===== config.mk =====
export PLATFORM = sky130hd
export DESIGN_NAME = reg_file_param
export DESIGN_NICKNAME = d
export VERILOG_FILES = /design/src/rtl/reg_file_pkg.sv /design/src/rtl/reg_file_clr_seq.sv /design/src/rtl/reg_file_param.sv
export SDC_FILE = /design/constraint.sdc
export NUM_CORES = 1
export LEC_CHECK = 0
export CAP_MARGIN = 20
export CELL_PAD_IN_SITES_DETAIL_PLACEMENT = 0
export CELL_PAD_IN_SITES_GLOBAL_PLACEMENT = 1
export CORE_MARGIN = 3
export CORE_UTILIZATION = 50
export CTS_CLUSTER_SIZE = 8
export DETAILED_ROUTE_END_ITERATION = 8
export GPL_TIMING_DRIVEN = 0
export PLACE_DENSITY = 0.89
export SYNTH_ARGS = -nofsm -noshare
export SYNTH_HDL_FRONTEND = slang
export SYNTH_SLANG_ARGS = --single-unit

===== constraint.sdc =====
create_clock -name CLK -period 5.23 [get_ports CLK]
set_input_delay 1.046 -clock CLK [delete_from_list [all_inputs] [get_ports CLK]]
set_output_delay 1.046 -clock CLK [all_outputs]
set_load 0.01 [all_outputs]

===== src/rtl/reg_file_pkg.sv =====
// Shared constants and state encoding for the parameterised register file.
package reg_file_pkg;

    localparam int DATA_W_DEF = 8;
    localparam int ADDR_W_DEF = 3;

    typedef enum logic {
        ST_IDLE     = 1'b0,
        ST_CLEARING = 1'b1
    } clr_state_e;

endpackage


===== src/rtl/reg_file_clr_seq.sv =====
// Clear sequencer: IDLE/CLEARING state and the sweep address counter.
module reg_file_clr_seq
    import reg_file_pkg::*;
#(
    parameter int ADDR_W = ADDR_W_DEF
) (
    input  logic              clk_i,
    input  logic              rst_ni,
    input  logic              stall_i,
    input  logic              clear_i,
    output logic              idle_o,
    output logic              busy_o,
    output logic              clr_we_o,
    output logic [ADDR_W-1:0] clr_addr_o
);

    localparam logic [ADDR_W-1:0] LAST = {ADDR_W{1'b1}};

    clr_state_e        state_q, state_d;
    logic [ADDR_W-1:0] cnt_q, cnt_d;

    always_ff @(posedge clk_i or negedge rst_ni) begin
        if (!rst_ni) begin
            state_q <= ST_IDLE;
            cnt_q   <= '0;
        end else begin
            state_q <= state_d;
            cnt_q   <= cnt_d;
        end
    end

    always_comb begin
        state_d  = state_q;
        cnt_d    = cnt_q;
        clr_we_o = 1'b0;
        unique case (state_q)
            ST_IDLE: begin
                if (clear_i && !stall_i) begin
                    state_d = ST_CLEARING;
                    cnt_d   = '0;
                end
            end
            ST_CLEARING: begin
                // Counter wraps to 0 on the same edge that returns to IDLE.
                if (!stall_i) begin
                    clr_we_o = 1'b1;
                    cnt_d    = cnt_q + 1'b1;
                    if (cnt_q == LAST) state_d = ST_IDLE;
                end
            end
        endcase
    end

    assign idle_o     = (state_q == ST_IDLE);
    assign busy_o     = (state_q == ST_CLEARING);
    assign clr_addr_o = cnt_q;

endmodule


===== src/rtl/reg_file_param.sv =====
// Two-read, one-write register file with optional forwarding, hardwired
// zero entry and a stallable sequential clear.
module reg_file_param
    import reg_file_pkg::*;
#(
    parameter int DATA_W   = DATA_W_DEF,
    parameter int ADDR_W   = ADDR_W_DEF,
    parameter int BYPASS   = 1,
    parameter int ZERO_REG = 0
) (
    input  logic              CLK,
    input  logic              RESET,
    input  logic [DATA_W-1:0] IN,
    input  logic [ADDR_W-1:0] INADDRESS,
    input  logic              WRITE,
    input  logic              BUSYWAIT,
    input  logic              CLEAR,
    input  logic [ADDR_W-1:0] OUT1ADDRESS,
    input  logic [ADDR_W-1:0] OUT2ADDRESS,
    output logic [DATA_W-1:0] OUT1,
    output logic [DATA_W-1:0] OUT2,
    output logic              CLR_BUSY
);

    localparam int DEPTH = 2 ** ADDR_W;

    logic [DATA_W-1:0] mem_q [DEPTH];

    logic              idle;
    logic              clr_we;
    logic [ADDR_W-1:0] clr_addr;
    logic              wr_en;
    logic              zero_wr;
    logic              zero1, zero2;
    logic              hit1, hit2;

    reg_file_clr_seq #(
        .ADDR_W(ADDR_W)
    ) u_clr_seq (
        .clk_i     (CLK),
        .rst_ni    (RESET),
        .stall_i   (BUSYWAIT),
        .clear_i   (CLEAR),
        .idle_o    (idle),
        .busy_o    (CLR_BUSY),
        .clr_we_o  (clr_we),
        .clr_addr_o(clr_addr)
    );

    assign zero_wr = (ZERO_REG != 0) && (INADDRESS == '0);
    assign wr_en   = WRITE && !BUSYWAIT && idle && !CLEAR && !zero_wr;

    always_ff @(posedge CLK or negedge RESET) begin
        if (!RESET) begin
            for (int i = 0; i < DEPTH; i++) mem_q[i] <= '0;
        end else if (clr_we) begin
            mem_q[clr_addr] <= '0;
        end else if (wr_en) begin
            mem_q[INADDRESS] <= IN;
        end
    end

    assign zero1 = (ZERO_REG != 0) && (OUT1ADDRESS == '0);
    assign zero2 = (ZERO_REG != 0) && (OUT2ADDRESS == '0);
    assign hit1  = (BYPASS != 0) && wr_en && (INADDRESS == OUT1ADDRESS);
    assign hit2  = (BYPASS != 0) && wr_en && (INADDRESS == OUT2ADDRESS);

    // Reads are masked during reset so forwarding cannot leak IN.
    assign OUT1 = (!RESET || zero1) ? '0 : hit1 ? IN : mem_q[OUT1ADDRESS];
    assign OUT2 = (!RESET || zero2) ? '0 : hit2 ? IN : mem_q[OUT2ADDRESS];

endmodule


Word-level counts from Yosys, hierarchy flattened
Cells that the tools add are included.
{ "word_totals": {"register_bits": 68, "memories": 0, "ramBits": 0, "romBits": 0, "latch_bits": 0} }
{ "op_classes": {"div_mod_pow": 0, "add_sub_neg": 1, "n_mux": 26, "reduce_logical": 12, "eq_ne": 5, "magnitude_cmp": 6, "n_bitwise": 7, "n_mul": 0, "n_shift": 0} }
{ "op_table": {"columns": ["cell", "count"], "rows": [
  ["$mux 64", 2],
  ["$mux 8", 10],
  ["$and 64x64->64", 1],
  ["$bwmux 64", 1],
  ["$not 64->64", 1],
  ["$bmux 8 s3", 2],
  ["$demux 8 s3", 2],
  ["$ge 4x4->1 const B", 4],
  ["$not 3->4", 4],
  ["$logic_and 1x1->1", 8],
  ["$lt 4x1->1 const B", 2],
  ["$eq 3x3->1", 2],
  ["$mux 3", 2],
  ["$pmux 3 s2", 1],
  ["$mux 1", 5],
  ["$add 3x1->3 const B", 1],
  ["$eq 3x3->1 const B", 1],
  ["$logic_not 1->1", 2],
  ["$ne 2x1->1 const B", 1],
  ["$ne 2x2->1 const B", 1],
  ["$pmux 1 s2", 1],
  ["$reduce_and 2->1", 1],
  ["$reduce_bool 2->1", 1],
  ["$not 1->1", 1]
]} }

Depth between registers and ports, before layout
{ "logic_depth": {"word_depth": 8, "depth_mapped": 7, "mapped_depth_nobuf": 4} }

Modules after synthesis
Synthesis repeated with hierarchy kept, for this count alone.
{ "hier_totals": {"cells_unflattened": 441, "hier_area_um2": 4289.1} }
{ "by_module_without_submodules": {"columns": ["mod", "n_inst", "area_each_um2", "cells_each", "seq_area_each_um2"], "rows": [
  ["reg_file_param", 1, 4078.9, 427, 1601.5],
  ["reg_file_clr_seq", 1, 210.2, 14, 100.1]
]} }

Worst setup path after synthesis
Ideal clock, no wire load.
{ "synth_timing": {"kind": "input-to-output", "startpoint": "input port BUSYWAIT", "endpoint": "output port OUT2[6]", "stages": 6, "setup_slack_ns": 1.431, "t_arrival_ns": 2.753, "path_cell_list": "or4b_1 -> buf_6 -> or4_1 -> buf_2 -> buf_6 -> a21oi_1"} }
{ "synth_between": {"elab_chain_len": 7} }
{ "synth_lines": {"columns": ["item", "line", "source"], "rows": [
  ["start: declaration", "reg_file_param.sv:16", "input logic BUSYWAIT,"],
  ["$logic_not 1->1", "reg_file_param.sv:51", "assign wr_en = WRITE && !BUSYWAIT && idle && !CLEAR && !zero_wr;"],
  ["$logic_and 1x1->1 (3 in a row)", "reg_file_param.sv:51", null],
  ["$logic_and 1x1->1", "reg_file_param.sv:66", "assign hit2 = (BYPASS != 0) && wr_en && (INADDRESS == OUT2ADDRESS);"],
  ["$mux 8 (2 in a row)", "reg_file_param.sv:70", "assign OUT2 = (!RESET || zero2) ? '0 : hit2 ? IN : mem_q[OUT2ADDRESS];"],
  ["end: declaration", "reg_file_param.sv:21", "output logic [DATA_W-1:0] OUT2,"]
]} }
Every way passes these cells.

Worst setup path in the final report
{ "layout_timing": {"startpoint": "input port OUT1ADDRESS[1]", "endpoint": "output port OUT1[3]"} }
{ "layout_between": {"elab_chain_len": 6} }
{ "layout_lines": {"columns": ["item", "line", "source"], "rows": [
  ["start: declaration", "reg_file_param.sv:18", "input logic [ADDR_W-1:0] OUT1ADDRESS,"],
  ["$not 3->4 (not written as such)", "reg_file_param.sv:69", "assign OUT1 = (!RESET || zero1) ? '0 : hit1 ? IN : mem_q[OUT1ADDRESS];"],
  ["$bmux 8 s3", "reg_file_param.sv:69", null],
  ["$mux 8 (not written as such) (2 in a row)", "reg_file_param.sv:69", null],
  ["$mux 8 * (2 in a row)", "reg_file_param.sv:69", null],
  ["end: declaration", "reg_file_param.sv:20", "output logic [DATA_W-1:0] OUT1,"]
]} }
Mark *: on every way between the ends. The rest lies on a longest branch, timed or not. The select of a mux whose other input is x is not followed.

==> summary.md <==
| Metric | Value |
|---|---|
| Total grt overflow | `0` |
| Port Buffer Count | `24` |
| Synth async-reset ratio | `1.000` |
| Top_reg_cell synth | `dfrtp_1` |
| Crit path launch type | `input pin` |
| Placed insts | `430` |
| Most frequent cell after synthesis | `dfrtp_1` |
| Synth Net Count | `331` |
| Die X-Extent | `93.15 um` |
| Crit path DAT | `3.88 ns` |
| Setup violations, final | `0` |
| Ys Warns | `0` |
| Slew Limit Fails | `0` |
| Max Cap Viol | `0` |
| Residual DRC | `0` |
| Mapped Cells | `307` |
| Hold-fix buffers at CTS | `0` |
| Final worst path period need | `between 4 and 5 ns` |
| First-pass GRT wire length | `~17 mm` |
| Diodes inserted | `0` |
| Final hold vios | `0` |
| Final WL | `10.63 mm` |
| Post-CTS Setup Bufs | `0` |
| Clock root buffer | `clkbuf_8` |
| Largest area contributor in the netlist | `dfrtp_1` |
| Max IR drop VDD | `0.0001820 V` |
| Clock Sinks | `a little under 70` |
| Tot Pwr | `0.001424 W` |
| Final worst path period share | `0.9414` |
| Fillers | `626` |
| Vias | `3,055` |
| Vias per inst | `6.850` |
| Initial DRC Count | `~300` |
| Largest net degree at the start of global routing | `76` |
| P_leak | `1.824 nW` |
| Fmax | `between 200 and 250 MHz` |
| Clock skew | `0.009306 ns` |
| CTS tree | `done` |
| Site Rows | `31` |
| Share of the synthesized area in the top cell type | `0.4481` |
| RePlAce Congestion | `0.8680` |
| Relative slew slack | `0.2324` |
| Max FO, Critical Path | `10` |
| Die height | `about 93 um` |
| CTS max path bufs | `2` |
| Core Region | `0.007292 mm^2` |
| Post-synth EDFFs | `0` |
| Number of global-route vias before repair | `roughly 3,200` |
| H-tree levels | `3` |
| Cell Area, Synth | `0.003797 mm^2` |
| CTS-repair resized insts | `0` |
| Final instance area | `0.004384 mm^2` |
| Clk pin slew, worst setup/hold paths | `0.07 ns` |
| Setup repair after global routing missed its margin | `false` |
| Synth-to-Final Area Change | `15.45%` |
| Syn_area_per_cell | `12.37 um^2` |
| Post-detailed-route count of antenna-violating nets | `0` |
| Initial antenna violation count | `0` |
| HP Class | `reg -> reg` |
| Commonest cells post-synth | `68 x dfrtp_1, 66 x a22o_1, 25 x mux4_2` |
| GR Util All Layers | `0.2676` |
| Critical Path Sink Type | `primary output` |
| Netlist cell types | `28` |
| CP Data Required Time | `4.18 ns` |
| Non-Filler Instances | `446` |
| Top-level I/O count | `39` |
| Power per cell area | `324.7 mW/mm^2` |
| Setup CP Type | `in -> out` |
| Dpl cell area | `between 0.004 and 0.005 mm^2` |
| #FFs+latches synth | `68` |
| Worst skew pair latency | `approximately 0.35 ns` |
| WL/cell | `23.83 um` |
| Worst R2R Path Depth | `5` |
| DRT Pass-1 Iters | `4` |
| Status | `completed` |
| TritonCTS buffer count | `9` |
| Register area share after synthesis | `0.4481` |
| HPWL Detailed | `7.104 mm` |
| Starting density of the core | `0.5208` |
| Hold-critical path depth | `1` |
| Largest cells by area after synthesis | `dfrtp_1 45%, a22o_1 15%, mux4_2 15%` |
| Final Net Count | `366` |
| Full die area | `0.008677 mm^2` |
| Final core utilization | `0.6012` |
| Slew @ Worst Pin | `1.146 ns` |
| Fraction of layout cells with a size suffix above 1 | `0.1671` |
state kept, by name (all words and copies together) (netlist names):
register,cells
mem_q,64
u_clr_seq.busy_o,1
u_clr_seq.clr_addr_o,3
kinds of logic after synthesis:
logic type	Yosys count	synth area share
AO/OA/AOI/OAI	124	0.2356
flip-flops	68	0.4481
multiplexers	41	0.1904
AND/OR/NAND/NOR	36	0.06886
buffers and inverters	30	0.03657
XOR/XNOR	6	0.01384
adder cells (fa/ha/maj)	2	0.006589
worst max-delay path, stage by stage:
cell and delay (ns):
clkdlybuf4s50_1 0.54, buf_1 0.64, nand2b_1 0.40, o22ai_1 0.34, a21oi_1 0.07, a21oi_1 0.25
clkdlybuf4s50_1 0.58
placed cells by master (no fill, tap or decap), types with 3 or more instances in the layout:
cell type / n
a21oi_1: 24
a22o_1: 66
a31oi_1: 9
buf_1: 10
buf_2: 3
buf_6: 3
clkbuf_1: 12
clkbuf_8: 10
clkdlybuf4s50_1: 23
dfrtp_1: 68
mux2i_1: 16
mux4_2: 25
nand2_1: 8
nand2b_1: 10
nor2b_1: 4
nor3_2: 6
o21ai_0: 13
o21ai_1: 3
o22ai_1: 7
xor2_1: 6
layer usage:
metal  GRT usage  vias to the layer above  share of wire
met5           0                        -              0
met4     0.08547                        0          0.016
met3     0.07321                       17           0.10
met2      0.4187                      176           0.48
met1      0.3653                     1569           0.40
li1            -                     1293              -
power by group:
part           switching (W)  internal [W]  leakage, nW  total (W)
logic               0.000157      0.000134        0.770   0.000291
registers          0.0000568      0.000585        0.937   0.000642
clock network       0.000209      0.000281        0.116   0.000491
total               0.000423       0.00100         1.82    0.00142
path summary, 6_finish.rpt:
check	startpoint	to	slack, ns
max	OUT1ADDRESS[1]	OUT1[3]	0.31
min	mem_q[5]$_DFFE_PN0P_	mem_q[5]$_DFFE_PN0P_	0.52
max reg2reg	u_clr_seq.busy_o$_DFF_PN0_	mem_q[2]$_DFFE_PN0P_	2.58
min reg2reg	mem_q[5]$_DFFE_PN0P_	mem_q[5]$_DFFE_PN0P_	0.52
max in group asynchronous	RESET	mem_q[26]$_DFFE_PN0P_	3.82
min in group asynchronous	RESET	mem_q[36]$_DFFE_PN0P_	0.82
per-stage QoR:
step,hold slack [ns],setup WS [ns],setup TNS [ns]
3_5_place_dp,0.4986,0.2937,0
4_1_cts,0.5231,0.3021,0
2_1_floorplan,0.4772,1.431,0
5_1_grt,0.5422,0.08645,0
3_3_place_gp,0.4933,-1.015,-14.81
6_report,0.5229,0.3067,0
final cells by class:
| type | instances | area, um^2 | area share |
|---|---|---|---|
| multi-input cells | 209 | 1957 | 0.4463 |
| well taps | 99 | 123.9 | 0.02825 |
| clock buffers | 10 | 137.6 | 0.03139 |
| inverters | 2 | 7.507 | 0.001712 |
| flip-flops and latches | 68 | 1702 | 0.3881 |
| repair buffers | 24 | 237.7 | 0.05422 |
| plain buffers | 28 | 131.4 | 0.02997 |
| clock inverters | 6 | 87.58 | 0.01998 |
No activity file was read; power rests on OpenSTA's default activity.
==> variant: new RTL, same flow settings <==
`ZERO_REG`: 0 -> 1.
--- a/src/rtl/reg_file_param.sv
+++ b/src/rtl/reg_file_param.sv
@@ -7,5 +7,5 @@
     parameter int ADDR_W   = ADDR_W_DEF,
     parameter int BYPASS   = 1,
-    parameter int ZERO_REG = 0
+    parameter int ZERO_REG = 1
 ) (
     input  logic              CLK,
Behaviour: not the same (a bounded check fails within 4 cycles, from zero or initial values and one cycle with RESET low).
==> variant against the unedited design <==
  * Routed wire length decreased by 1.3%
  * Register-to-register slack improved by 0.04 ns
  * Worst setup slack got worse by 0.0035 ns
  * Synthesized area increased by 1.8%
  * Cell area decreased by 0.20%
  * Non-clock buffer count decreased by 4
  * Worst hold slack got worse by 0.0070 ns
  * Final cell count decreased by 4.5%
  * Total power decreased by 7.1%
  * Critical path depth unchanged
  * Synthesized cell count decreased by 5.9%
  * Sequential cell count unchanged
  * Global-route usage decreased by 1.1 points
  * Critical endpoint is now OUT1[6]
==> variant: results <==
logic_synthesis:
  syn_nets: 313
  seq_area_frac_synth_pct: 44.03
  synth_mux_area_share_pct: 22.79
  synthAdderAreaFrac_pct: 0.6475
  synth_compound_area_share_pct: 21.11
  synthArstFlopShare_pct: 100.0
  yosys-top-cells-count: "68 x dfrtp_1, 58 x a22o_1, 32 x mux4_2"
  synth_xor_area_share_pct: 0.9064
  synthTopCellsByArea: "dfrtp_1 44%, mux4_2 19%, a22o_1 13%"
  synth_cells: 289
  netlist-cell-type-count: 32
  yosysWarnings: 0
clock_tree:
  cts_setup_buffers: 0
  post_cts_resized: 0
  clock_path_buffers: 2
  root_buffer: "clkbuf_8"
  cts.clk_slew.worst_paths_ns: 0.07
  worstSkewPairLatency_ns: 0.36
  h-tree-depth: 3
  cts_inserted_buffers: 9
placement:
  placed_area_um2: 4207
  dp.cells: 410
  port_buffers: 22
  dp_hpwl_mm: 7.040
  place_congestion: 0.9007
cells_and_area:
  diodes: 0
  nets: 346
  largest_reg_flops: 64
  regMostFlops: "mem_q"
  drive_above_1_share_pct: 19.88
hold_path:
  hold_class: "flop to flop"
  hold_path_depth: 1
timing:
  clock_skew_ns: 0.007603
  max-slew-margin-rel_pct: 38.49
global_routing:
  first_global_vias: 2954
  grt_max_degree: 71
  grt_pass1_wl_mm: 16.70
  antenna_found_initial: 0
  grt_usage_pct: 25.67
drt:
  drtPass1Iterations: 4
  drt_iter0_drc: 296
  routedWlPerCell_um: 24.63
  viasPerCell: 6.803
  vias: 2898
status:
  status: "complete, no violations"
worst_setup_path:
  worst_path_max_delay_cell: "clkdlybuf4s50_1"
  worstPathArrival_ns: 3.88
  worstPathMaxFanout: 9
  cpPeakStageDelay_ns: 0.55
  worst_r2r_path_depth: 6
  critical_path_class: "input pin to primary output"
pwr:
  power_leakage_uw: 0.001855
  irDropWorstVdd_mv: 0.1577
==> variant: cell types whose count changed in the layout (fill, tap and decap cells not counted), moves of 6 or more <==
cell and delta:
and2_1 +10, nand2b_1 -9, a22o_1 -8, o311a_1 +8
o31ai_1 +8, a21oi_1 -7, a31oi_1 -7, mux4_2 +7
o22ai_1 -7, nand2_1 -6
==> variant: power by group <==
group / switching, uW / internal [uW] / leakage (uW)
Sequential: 53.7 / 583 / 0.000937
Clock: 212 / 182 / 0.0000889
Combinational: 157 / 135 / 0.000829
==> variant: kinds of logic (layout without fill, tap and decap cells) <==
kind of cell    Yosys count  after routing
compound gates          105            105
flops                    68             68
simple gates             34             34
fa+ha+maj                 2              2
xor+xnor                  4              4
mux                      48             48
buf+inv                  28             66
==> variant: final cells by class <==
type | instances | area [um2]
Clock buffer | 11 | 141.4
Fill cell | 599 | 2994
Timing Repair Buffer | 22 | 217.7
Tap cell | 99 | 123.9
Clock inverter | 5 | 27.53
Multi-Input combinational cell | 193 | 2031
Sequential cell | 68 | 1702
Buffer | 26 | 125.1
Inverter | 2 | 7.507
==> variant: through the flow <==
step	worst slack, ns	util (%)	hold slack, ns	setup TNS (ns)
final	0.3032	59.37	0.5159	0
after floorplan	1.392	-	0.4666	0
after global routing	0.1404	59.37	0.5317	0
after detailed placement	0.3393	57.08	0.4923	0
after CTS	0.3422	59.37	0.5144	0
after global placement	-1.058	57.11	0.4828	-15.98
==> variant: worst reg2reg max path: stages (launching register included) <==
cell,delay [ns]
dfrtp_1,0.42
or4b_4,0.50
buf_6,0.16
buf_2,0.21
nor3_2,0.58
a21oi_1,0.35
a22o_1,0.29
==> variant: path summary, 6_finish.rpt <==
check	from	endpoint	slack [ns]
min	mem_q[58]	mem_q[58]	0.52
max	INADDRESS[1]	OUT1[6]	0.30
min in group asynchronous	RESET	mem_q[58]	0.80
max reg2reg	u_clr_seq.busy_o	mem_q[50]	2.62
max in group asynchronous	RESET	mem_q[5]	3.85
min reg2reg	mem_q[58]	mem_q[58]	0.52
==> variant: per-layer routing <==
layer	wire length [um]	vias to the layer above	GRT usage (%)
li1	-	1237	-
met1	4322	1514	34.62
met2	5092	130	40.80
met3	864	17	6.571
met4	213	0	8.303
met5	0	-	0
